==> src/rtl/muldiv_seq_if.sv <==
// Handshake bundle between the execute stage and the multi-cycle multiply/divide unit.
interface muldiv_seq_if #(
    parameter int unsigned XLEN = 32
);
    logic            START;
    logic            READY;
    logic [4:0]      SELECT;
    logic [XLEN-1:0] DATA1;
    logic [XLEN-1:0] DATA2;
    logic            FLUSH;
    logic [XLEN-1:0] RESULT;
    logic            VALID;
    logic            ACK;
    logic            BUSY;

    modport slave (
        input  START, SELECT, DATA1, DATA2, FLUSH, ACK,
        output READY, RESULT, VALID, BUSY
    );

    modport master (
        output START, SELECT, DATA1, DATA2, FLUSH, ACK,
        input  READY, RESULT, VALID, BUSY
    );
endinterface

==> src/rtl/muldiv_seq.sv <==
// Shared 32-iteration shift-add / restoring-divide engine for the RV32M operations.
// The final value is staged in r_lo and copied to RESULT on the cycle after entering DONE.
module muldiv_seq #(
    parameter int unsigned XLEN  = 32,
    parameter int unsigned CNT_W = 5
) (
    input  logic         CLK,
    input  logic         RESETN,
    muldiv_seq_if.slave  bus
);
    typedef enum logic [1:0] {StIdle, StMul, StDiv, StDone} state_e;

    localparam logic [CNT_W-1:0] CntMax = CNT_W'(XLEN - 1);
    localparam logic [XLEN-1:0]  MinInt = {1'b1, {(XLEN-1){1'b0}}};

    state_e           r_state, w_state_nx;
    logic [CNT_W-1:0] r_cnt, w_cnt_nx;
    logic [2:0]       r_op, w_op_nx;
    logic             r_nega, w_nega_nx;
    logic             r_negb, w_negb_nx;
    logic [XLEN-1:0]  r_opnd, w_opnd_nx;
    logic [XLEN-1:0]  r_hi, w_hi_nx;
    logic [XLEN-1:0]  r_lo, w_lo_nx;
    logic [XLEN-1:0]  r_result, w_result_nx;
    logic             r_valid, w_valid_nx;

    logic [2:0]        w_func;
    logic              w_is_m;
    logic              w_sgn_a, w_sgn_b;
    logic              w_nega, w_negb;
    logic [XLEN-1:0]   w_mag_a, w_mag_b;
    logic [XLEN:0]     w_sum;
    logic [XLEN:0]     w_shift;
    logic [XLEN:0]     w_diff;
    logic [2*XLEN-1:0] w_prod;
    logic [XLEN-1:0]   w_q, w_r;

    // Request decode; only func7 = 0000001 belongs to the M extension.
    assign w_func  = bus.SELECT[4:2];
    assign w_is_m  = (bus.SELECT[1:0] == 2'b01);
    assign w_sgn_a = w_is_m && (w_func == 3'd1 || w_func == 3'd2 || w_func == 3'd4 ||
                                w_func == 3'd6);
    assign w_sgn_b = w_is_m && (w_func == 3'd1 || w_func == 3'd4 || w_func == 3'd6);
    assign w_nega  = w_sgn_a && bus.DATA1[XLEN-1];
    assign w_negb  = w_sgn_b && bus.DATA2[XLEN-1];
    assign w_mag_a = w_nega ? -bus.DATA1 : bus.DATA1;
    assign w_mag_b = w_negb ? -bus.DATA2 : bus.DATA2;

    // One multiply step: conditional add with carry out, then shift {carry, hi, lo} right.
    assign w_sum   = {1'b0, r_hi} + (r_lo[0] ? {1'b0, r_opnd} : {(XLEN+1){1'b0}});
    // One divide step: shift {r, q} left and trial-subtract the divisor.
    assign w_shift = {r_hi, r_lo[XLEN-1]};
    assign w_diff  = w_shift - {1'b0, r_opnd};

    always_comb begin
        w_state_nx  = r_state;
        w_cnt_nx    = r_cnt;
        w_op_nx     = r_op;
        w_nega_nx   = r_nega;
        w_negb_nx   = r_negb;
        w_opnd_nx   = r_opnd;
        w_hi_nx     = r_hi;
        w_lo_nx     = r_lo;
        w_result_nx = r_result;
        w_valid_nx  = r_valid;
        w_prod      = '0;
        w_q         = '0;
        w_r         = '0;

        if (bus.FLUSH) begin
            w_state_nx = StIdle;
            w_valid_nx = 1'b0;
            w_cnt_nx   = '0;
        end else begin
            unique case (r_state)
                StIdle: begin
                    if (bus.START) begin
                        w_op_nx   = w_func;
                        w_nega_nx = w_nega;
                        w_negb_nx = w_negb;
                        w_cnt_nx  = '0;
                        w_hi_nx   = '0;
                        if (!w_is_m) begin
                            w_lo_nx    = '0;
                            w_state_nx = StDone;
                        end else if (!w_func[2]) begin
                            w_opnd_nx  = w_mag_a;
                            w_lo_nx    = w_mag_b;
                            w_state_nx = StMul;
                        end else if (bus.DATA2 == '0) begin
                            w_lo_nx    = w_func[1] ? bus.DATA1 : {XLEN{1'b1}};
                            w_state_nx = StDone;
                        end else if (!w_func[0] && bus.DATA1 == MinInt &&
                                     bus.DATA2 == {XLEN{1'b1}}) begin
                            w_lo_nx    = w_func[1] ? '0 : MinInt;
                            w_state_nx = StDone;
                        end else begin
                            w_opnd_nx  = w_mag_b;
                            w_lo_nx    = w_mag_a;
                            w_state_nx = StDiv;
                        end
                    end
                end
                StMul: begin
                    w_hi_nx  = w_sum[XLEN:1];
                    w_lo_nx  = {w_sum[0], r_lo[XLEN-1:1]};
                    w_cnt_nx = r_cnt + CNT_W'(1);
                    if (r_cnt == CntMax) begin
                        w_prod = {w_sum, r_lo[XLEN-1:1]};
                        if (r_nega ^ r_negb) begin
                            w_prod = -w_prod;
                        end
                        w_lo_nx    = (r_op == 3'd0) ? w_prod[XLEN-1:0] : w_prod[2*XLEN-1:XLEN];
                        w_cnt_nx   = '0;
                        w_state_nx = StDone;
                    end
                end
                StDiv: begin
                    if (!w_diff[XLEN]) begin
                        w_hi_nx = w_diff[XLEN-1:0];
                        w_lo_nx = {r_lo[XLEN-2:0], 1'b1};
                    end else begin
                        w_hi_nx = w_shift[XLEN-1:0];
                        w_lo_nx = {r_lo[XLEN-2:0], 1'b0};
                    end
                    w_cnt_nx = r_cnt + CNT_W'(1);
                    if (r_cnt == CntMax) begin
                        w_q        = (r_nega ^ r_negb) ? -w_lo_nx : w_lo_nx;
                        w_r        = r_nega ? -w_hi_nx : w_hi_nx;
                        w_lo_nx    = r_op[1] ? w_r : w_q;
                        w_cnt_nx   = '0;
                        w_state_nx = StDone;
                    end
                end
                StDone: begin
                    if (!r_valid) begin
                        w_result_nx = r_lo;
                        w_valid_nx  = 1'b1;
                    end else if (bus.ACK) begin
                        w_valid_nx = 1'b0;
                        w_state_nx = StIdle;
                    end
                end
                default: w_state_nx = StIdle;
            endcase
        end
    end

    always_ff @(posedge CLK or negedge RESETN) begin
        if (!RESETN) begin
            r_state  <= StIdle;
            r_cnt    <= '0;
            r_op     <= '0;
            r_nega   <= 1'b0;
            r_negb   <= 1'b0;
            r_opnd   <= '0;
            r_hi     <= '0;
            r_lo     <= '0;
            r_result <= '0;
            r_valid  <= 1'b0;
        end else begin
            r_state  <= w_state_nx;
            r_cnt    <= w_cnt_nx;
            r_op     <= w_op_nx;
            r_nega   <= w_nega_nx;
            r_negb   <= w_negb_nx;
            r_opnd   <= w_opnd_nx;
            r_hi     <= w_hi_nx;
            r_lo     <= w_lo_nx;
            r_result <= w_result_nx;
            r_valid  <= w_valid_nx;
        end
    end

    assign bus.READY  = (r_state == StIdle);
    assign bus.BUSY   = (r_state != StIdle);
    assign bus.RESULT = r_result;
    assign bus.VALID  = r_valid;
endmodule

==> src/flat_wrapper.sv <==
// flat-port wrapper written by rule: the top's interface ports become plain ports
module muldiv_seq_flat 
#(
    parameter int unsigned XLEN  = 32,
    parameter int unsigned CNT_W = 5
)
  (CLK, RESETN, bus_START, bus_SELECT, bus_DATA1, bus_DATA2, bus_FLUSH, bus_ACK, bus_READY, bus_RESULT, bus_VALID, bus_BUSY);
  muldiv_seq_if #(.XLEN(XLEN)) bus_i ();
  input  logic CLK;
  input  logic RESETN;
  input wire logic [$bits(bus_i.START)-1:0] bus_START;
  input wire logic [$bits(bus_i.SELECT)-1:0] bus_SELECT;
  input wire logic [$bits(bus_i.DATA1)-1:0] bus_DATA1;
  input wire logic [$bits(bus_i.DATA2)-1:0] bus_DATA2;
  input wire logic [$bits(bus_i.FLUSH)-1:0] bus_FLUSH;
  input wire logic [$bits(bus_i.ACK)-1:0] bus_ACK;
  output wire logic [$bits(bus_i.READY)-1:0] bus_READY;
  output wire logic [$bits(bus_i.RESULT)-1:0] bus_RESULT;
  output wire logic [$bits(bus_i.VALID)-1:0] bus_VALID;
  output wire logic [$bits(bus_i.BUSY)-1:0] bus_BUSY;
  assign bus_i.START = bus_START;
  assign bus_i.SELECT = bus_SELECT;
  assign bus_i.DATA1 = bus_DATA1;
  assign bus_i.DATA2 = bus_DATA2;
  assign bus_i.FLUSH = bus_FLUSH;
  assign bus_i.ACK = bus_ACK;
  assign bus_READY = bus_i.READY;
  assign bus_RESULT = bus_i.RESULT;
  assign bus_VALID = bus_i.VALID;
  assign bus_BUSY = bus_i.BUSY;
  muldiv_seq #(.XLEN(XLEN), .CNT_W(CNT_W)) u_core (.CLK(CLK), .RESETN(RESETN), .bus(bus_i));
endmodule
==> config.mk <==
export PLATFORM = sky130hd
export DESIGN_NAME = muldiv_seq_flat
export DESIGN_NICKNAME = d
export VERILOG_FILES = /design/src/rtl/muldiv_seq_if.sv /design/src/rtl/muldiv_seq.sv /design/src/flat_wrapper.sv
export SDC_FILE = /design/constraint.sdc
export NUM_CORES = 1
export LEC_CHECK = 0
export CORE_ASPECT_RATIO = 1.2
export CORE_MARGIN = 2
export CORE_UTILIZATION = 38
export CTS_BUF_LIST = sky130_fd_sc_hd__clkbuf_8
export DETAILED_ROUTE_END_ITERATION = 8
export GPL_TIMING_DRIVEN = 0
export HOLD_SLACK_MARGIN = 0.15
export SYNTH_ARGS = -nofsm -noshare
export SYNTH_HDL_FRONTEND = slang
export SYNTH_SLANG_ARGS = --single-unit
==> constraint.sdc <==
create_clock -name CLK -period 5.3 [get_ports CLK]
set_input_delay 0.795 -clock CLK [delete_from_list [all_inputs] [get_ports CLK]]
set_output_delay 0.795 -clock CLK [all_outputs]
set_load 0.05 [all_outputs]
==> metrics.md, run 1 <==
| Metric | Value |
|---|---|
| Core region area | `46800 um^2` |
| Most frequent cells in the layout | `o21ai_0 (271), nor2_1 (263), nand2_1 (250), a21oi_1 (215), dfrtp_1 (140)` |
| Vias per inst | `6.66` |
| CP startpoint kind | `flip-flop` |
| Max-slew violation count | `0` |
| Critical path capture point type | `flip-flop` |
| Max IR drop VDD | `0.319 mV` |
| PwrDens | `750 nW/um^2` |
| Largest stage delay, worst path | `0.69 ns` |
| Synth cell types | `96` |
| CP Data Arrival Time | `5.75 ns` |
| Yosys top cell by area | `dfrtp_1` |
| Vias | `22000` |
| CTS tree | `yes` |
| Post-synthesis sequential area ratio | `0.197` |
| Synthesized area per cell | `7.10 um^2` |
| Worst slew margin | `0.0376` |
| Final HPWL DP | `78300 um` |
| Max clock buf depth | `2` |
| Total Routed Length | `99700 um` |
| Clock Skews | `0.0251 ns` |
| R2R depth | `16` |
| Die footprint | `49000 um^2` |
| Warnings from Yosys | `0` |
| Initial Utilization | `0.383` |
| Skew-Pair Late Insertion Delay | `0.55 ns` |
| FP Rows | `87` |
| Max Freq | `190 MHz` |
| HP Class | `in -> async` |
| Crit-path cells | `clkinv_2 -> clkbuf_2 -> nor2_1 -> ha_1 -> clkbuf_1 -> a21o_1 -> a2bb2oi_2 -> a21boi_1 -> or4_1 -> a2111o_2 -> nor4_1 -> nand2b_1 -> o22a_1 -> o32ai_1 -> a211o_1 -> nand3_1` |
| Commonest non-fill, non-tap cell in the layout | `o21ai_0` |
| Worst R2R Setup Slack | `0.03 ns` |
| Fin crit share | `0.995` |
| Synth Flop Type | `dfrtp_1` |
| Final #Nets | `2820` |
| Final WS setup | `0.0258 ns` |
| Vias in the first global route | `20900` |
| Worst Path Class, Setup | `reg -> reg` |
| Worst-path maximum fanout | `10` |
| GRT Util Overall | `0.397` |
| Mapped Area | `17900 um^2` |
| Worst slack, placed | `-1.79 ns` |
| Bufs and invs on worst path | `3` |
| Synth-to-layout area growth | `15.6%` |
| Die Wd | `202 um` |
| Worst hold margin | `0.234 ns` |
| Max-cap violations | `0` |
| Placer Congestion | `1.12` |
| Async SR Flop Fraction | `1.00` |
| Number of port buffers | `107` |
| Kind of cell adding the most delay to the critical path | `compound AO/OA/AOI/OAI gates` |
| Antenna-violating nets left | `0` |
| Global-route wire length before repair | `143000 um` |
| Synthesis-stage register bit count | `141` |
| Worst r2r src | `u_core.r_lo[0]` |
| Yosys top cell area share | `0.197` |
| Run status | `completed` |
| Detailed Route Iter0 Violations | `2920` |
| Synth Net Count | `2677` |
| Largest cells by area after synthesis | `dfrtp_1 (20%), o21ai_0 (7.7%), a21oi_1 (6.1%)` |
| Root buffer cell | `clkbuf_8` |
| DRC | `0` |
| Largest net degree at the start of global routing | `77` |
| Post-synth EDFFs | `0` |
| Final hold vios | `0` |
| Synth Instances | `2524` |
| Crit path depth | `16` |
| GRT overflow | `0` |
| Leakage power total | `8.01 nW` |
| Io pins | `109` |
| Fin Setup TNS | `0 ns` |
| Chip height | `242 um` |
| Antenna violations before repair | `4` |
| Clk sinks | `141` |
| CP Data Required Time | `5.77 ns` |
| CP max-delay cell | `nor4_1` |
| Post-DR wirelength/cell | `30.2 um` |
| R2R Path End | `u_core.r_lo[14]` |
| Share of cells above drive strength 1 | `0.0836` |
| Finished Core Util | `0.443` |
| Total CTS buffers | `17` |
| # H-tree levels | `4` |
| Setup violators final | `0` |
| Min cycle time layout | `5.27 ns` |
| CTS clk-pin slew, worst paths | `0.10 ns` |
| Worst Tran Pin Value | `1.44 ns` |
| DR pass1 iterations | `6` |
-- flip-flops by register name, summed over array words and instances (netlist names) --
signal,cells
u_core.r_state,2
u_core.r_negb,1
u_core.r_op,3
u_core.r_nega,1
u_core.bus.VALID,1
u_core.bus.RESULT,32
u_core.r_hi,32
u_core.r_cnt,5
u_core.r_opnd,32
u_core.r_lo,32
-- metal layers --
| layer | track usage | share of wire | up-vias |
|---|---|---|---|
| met5 | 0 | 0.00034 | - |
| met4 | 0.274 | 0.083 | 6 |
| met3 | 0.0798 | 0.093 | 386 |
| met2 | 0.623 | 0.44 | 1422 |
| met1 | 0.489 | 0.38 | 10500 |
| li1 | - | - | 9672 |
-- cell type report --
class	instances	area (um^2)
clock inverters	14	166
clock buffers	18	248
plain buffers	178	731
repair buffers	126	1240
multi-input cells	2118	13700
diodes	2	5.00
flip-flops and latches	141	3530
fillers	4993	26100
inverters	85	328
well taps	623	779
-- report_power, final --
| group | total, mW | switching [mW] | internal [mW] |
|---|---|---|---|
| logic | 12.6 | 8.83 | 3.80 |
| registers | 1.95 | 0.481 | 1.47 |
| clock network | 0.955 | 0.544 | 0.411 |
| total | 15.5 | 9.86 | 5.68 |
-- worst max-delay path by stage --
stage	startpoint	to	slack [ns]
after detailed placement	u_core.r_lo[31]	u_core.r_lo[24]	-1.79
after CTS	u_core.r_lo[31]	u_core.r_lo[24]	-0.07
after global placement	RESETN	u_core.r_opnd[4]	-2.47
after floorplan	u_core.r_lo[31]	u_core.r_lo[24]	0.45
after global routing	u_core.r_lo[0]	u_core.r_lo[21]	-0.02
final	u_core.r_lo[0]	u_core.r_lo[14]	0.03
-- worst register-to-register path: cells and delay by family, from the launching register on --
| family | cells | cell delay (ns) |
|---|---|---|
| and+or+nand+nor | 5 | 1.69 |
| buffers and inverters | 3 | 0.75 |
| DFF | 1 | 0.52 |
| adders and majority gates | 1 | 0.25 |
| AOI/OAI and AO/OA | 7 | 1.99 |
-- Yosys cell counts (all sizes together) (51+ instances only) --
master	n
nand2	251
clkbuf	144
nand3	62
o21ai	293
ha	77
a21oi	223
dfrtp	141
xnor2	76
mux2	51
inv	84
xor2	73
nor3	70
nor2	267
-- metrics by stage --
step | cell area [um^2] | cells | total power [mW]
final | 20700 | 3305 | 15.5
after global routing | 20700 | 3304 | 16.2
after CTS | 20500 | 3294 | 14.7
after detailed placement | 19800 | 3257 | 13.3
after global placement | 19800 | 3254 | 13.3
after floorplan | 17900 | 2524 | 9.04
-- logic make-up after synthesis --
family / after synthesis / share of synthesized area
AND/OR/NAND/NOR: 882 / 0.235
AO/OA/AOI/OAI: 922 / 0.331
XOR/XNOR: 149 / 0.0728
flip-flops: 141 / 0.197
buffers and inverters: 265 / 0.0571
adder cells (fa/ha/maj): 79 / 0.0560
multiplexers: 86 / 0.0516
-- what timing repair did --
| item | in CTS | in global routing |
|---|---|---|
| resized for setup | 45 | 38 |
| buffers inserted | 6 | 10 |
| pin swaps | 8 | 16 |
| hold buffers | 0 | 0 |
| endpoints found under the setup margin | 25 | 36 |
No activity file was read; power rests on OpenSTA's default activity.
==> inputs of run 2 (changes only) <==
--- a/config.mk
+++ b/config.mk
@@ -12,6 +12,7 @@
 export DETAILED_ROUTE_END_ITERATION = 8
 export GPL_TIMING_DRIVEN = 0
 export HOLD_SLACK_MARGIN = 0.15
+export SETUP_SLACK_MARGIN = 0.3
 export SYNTH_ARGS = -nofsm -noshare
 export SYNTH_HDL_FRONTEND = slang
 export SYNTH_SLANG_ARGS = --single-unit
==> constraint.sdc (replaced) <==
create_clock -name CLK -period 5.59 [get_ports CLK]
set_input_delay 0.8385 -clock CLK [delete_from_list [all_inputs] [get_ports CLK]]
set_output_delay 0.8385 -clock CLK [all_outputs]
set_load 0.05 [all_outputs]
==> metrics.md, run 2 (synthesized netlist as in run 1, its figures left out) <==
| Metric | Value |
|---|---|
| Fillers | `4978` |
| Post-DR wirelength/cell | `30.1 um` |
| R2R depth | `16` |
| GRT Util Overall | `0.398` |
| Clock power frac | `0.061` |
| Worst slack, placed | `-1.50 ns` |
| Max-cap violations | `0` |
| Sw Ratio | `0.631` |
| Detailed Route Iter0 Violations | `2711` |
| Kind of cell adding the most delay to the critical path | `compound AO/OA/AOI/OAI gates` |
| Fin area | `20800 um^2` |
| RSZ-0062 raised after global routing | `true` |
| CP startpoint kind | `flip-flop` |
| Io pins | `109` |
| Commonest non-fill, non-tap cell in the layout | `o21ai_0` |
| R2R Path End | `u_core.r_lo[14]` |
| Die Wd | `202 um` |
| Leakage power total | `8.05 nW` |
| Run status | `completed` |
| Skew-Pair Late Insertion Delay | `0.53 ns` |
| CTS clk-pin slew, worst paths | `0.10 ns` |
| Max IR drop VDD | `0.302 mV` |
| Global-route wire length before repair | `144000 um` |
| DRC | `0` |
| Internal | `5.49 mW` |
| Fin crit share | `0.947` |
| PwrDens | `715 nW/um^2` |
| Core region area | `46800 um^2` |
| DR pass1 iterations | `8` |
| Synth-to-layout area growth | `16.2%` |
| Setup violators final | `0` |
| Min cycle time layout | `5.30 ns` |
| Initial Utilization | `0.383` |
| FP Rows | `87` |
| Final #Nets | `2825` |
| Worst-path maximum fanout | `10` |
| CP Data Arrival Time | `5.76 ns` |
| Antenna-violating nets left | `0` |
| Crit-path cells | `clkinv_2 -> clkbuf_2 -> nor2_1 -> ha_1 -> clkbuf_1 -> a21o_1 -> a2bb2oi_2 -> a21boi_1 -> or4_1 -> a2111o_2 -> nor4_1 -> nand2b_1 -> o22a_1 -> o32ai_1 -> a211o_1 -> nand3_1` |
| Share of cells above drive strength 1 | `0.0879` |
| Antenna violations before repair | `5` |
| Root buffer cell | `clkbuf_8` |
| Gate power share | `0.814` |
| Number of port buffers | `107` |
| Largest net degree at the start of global routing | `77` |
| Die footprint | `49000 um^2` |
| Final HPWL DP | `78300 um` |
| Grt peak-use layer | `met2` |
| Met2 Usage GRT | `0.622` |
| HP Class | `in -> async` |
| Bufs and invs on worst path | `3` |
| Final WS setup | `0.294 ns` |
| Max Freq | `189 MHz` |
| Most frequent cells in the layout | `o21ai_0 (270), nor2_1 (263), nand2_1 (249), a21oi_1 (216), dfrtp_1 (138)` |
| Post-CTS Hold Fix Bufs | `0` |
| # H-tree levels | `4` |
| Worst r2r src | `u_core.r_lo[0]` |
| Chip height | `242 um` |
| Largest stage delay, worst path | `0.69 ns` |
| CP Data Required Time | `6.05 ns` |
| CTS tree | `yes` |
| Worst Path Class, Setup | `reg -> reg` |
| Vias | `22200` |
| Clk sinks | `141` |
| Net Sw Power | `9.40 mW` |
| Worst slew margin | `0.0534` |
| Clock Skews | `0.0252 ns` |
| Total CTS buffers | `17` |
| Total Routed Length | `99700 um` |
| DP Area | `19800 um^2` |
| GRT overflow | `0` |
| Worst Tran Pin Value | `1.41 ns` |
| Worst R2R Setup Slack | `0.29 ns` |
| Critical path capture point type | `flip-flop` |
| Met3 GRT Util | `0.0804` |
| Total power | `14.9 mW` |
| Vias per inst | `6.70` |
| Vias in the first global route | `20900` |
| Finished Core Util | `0.445` |
| Global Route met1 Usage | `0.487` |
| Max clock buf depth | `2` |
| CP max-delay cell | `nor4_1` |
| Final hold vios | `0` |
| Placer Congestion | `1.12` |
| Sequential share of power | `0.125` |
| Max-slew violation count | `0` |
==> run 2: cell types whose count changed in the layout (fill, tap and decap cells not counted), moves of 2 or more <==
| cell | change |
|---|---|
| dfrtp_2 | +2 |
| nor4_2 | -2 |
| dfrtp_1 | -2 |
| nor4_4 | +2 |
| clkbuf_2 | +2 |
==> run 2: power groups by stage <==
stage	sequential [mW]	combinational, mW	clock, mW
3_5_place_dp	1.85	10.8	0
4_1_cts	1.83	11.3	0.919
6_report	1.86	12.1	0.906
5_1_grt	1.89	12.7	0.959
2_1_floorplan	1.92	6.65	0
3_3_place_gp	1.83	10.7	0
==> run 2: timing repair <==
action / CTS / global route
endpoints found under the hold margin: 0 / 0
endpoints found under the setup margin: 27 / 24
gates resized for setup: 46 / 52
pin swaps: 15 / 21
buffers inserted: 11 / 8
==> run 2: worst max-delay path by stage <==
stage                          startpoint          endpoint  depth (start not counted)
final                      u_core.r_lo[0]   u_core.r_lo[14]                         16
after global routing      u_core.r_hi[21]   u_core.r_lo[24]                         20
after CTS                 u_core.r_lo[31]   u_core.r_lo[24]                         25
after detailed placement  u_core.r_lo[31]   u_core.r_lo[24]                         22
after global placement             RESETN  u_core.r_opnd[4]                          1
after floorplan           u_core.r_lo[31]   u_core.r_lo[24]                         24
==> run 2: layer usage <==
metal	vias up	routed length, um	part of all wire
li1	9673	-	-
met1	10600	38000	0.38
met2	1454	44100	0.44
met3	409	9170	0.092
met4	8	8380	0.084
met5	-	46	0.00046
==> run 2: cell type report <==
cell class              count  area [um^2]  share of cell area
plain buffers             180          746              0.0358
flip-flops and latches    141         3530               0.170
clock inverters            14          166             0.00799
multi-input cells        2118        13800               0.660
repair buffers            129         1280              0.0613
well taps                 623          779              0.0374
clock buffers              18          248              0.0119
diodes                      1         2.50            0.000120
inverters                  85          320              0.0154
==> run 2: worst register-to-register path: stages (launching register included) <==
cell and delay [ns]:
dfrtp_2 0.53, clkinv_2 0.23, clkbuf_2 0.25, nor2_1 0.21
ha_1 0.26, clkbuf_1 0.27, a21o_1 0.29, a2bb2oi_2 0.33
a21boi_1 0.26, or4_1 0.48, a2111o_2 0.55, nor4_1 0.69
nand2b_1 0.21, o22a_1 0.14, o32ai_1 0.08, a211o_1 0.35
nand3_1 0.11
==> run 2: stage by stage <==
| stage | setup TNS (ns) | instances | hold WS [ns] |
|---|---|---|---|
| 6_report | 0 | 3309 | 0.293 |
| 5_1_grt | 0 | 3309 | 0.338 |
| 2_1_floorplan | 0 | 2524 | 0.443 |
| 4_1_cts | 0 | 3300 | 0.305 |
| 3_3_place_gp | -321.64 | 3254 | 0.463 |
| 3_5_place_dp | -11.74 | 3257 | 0.472 |
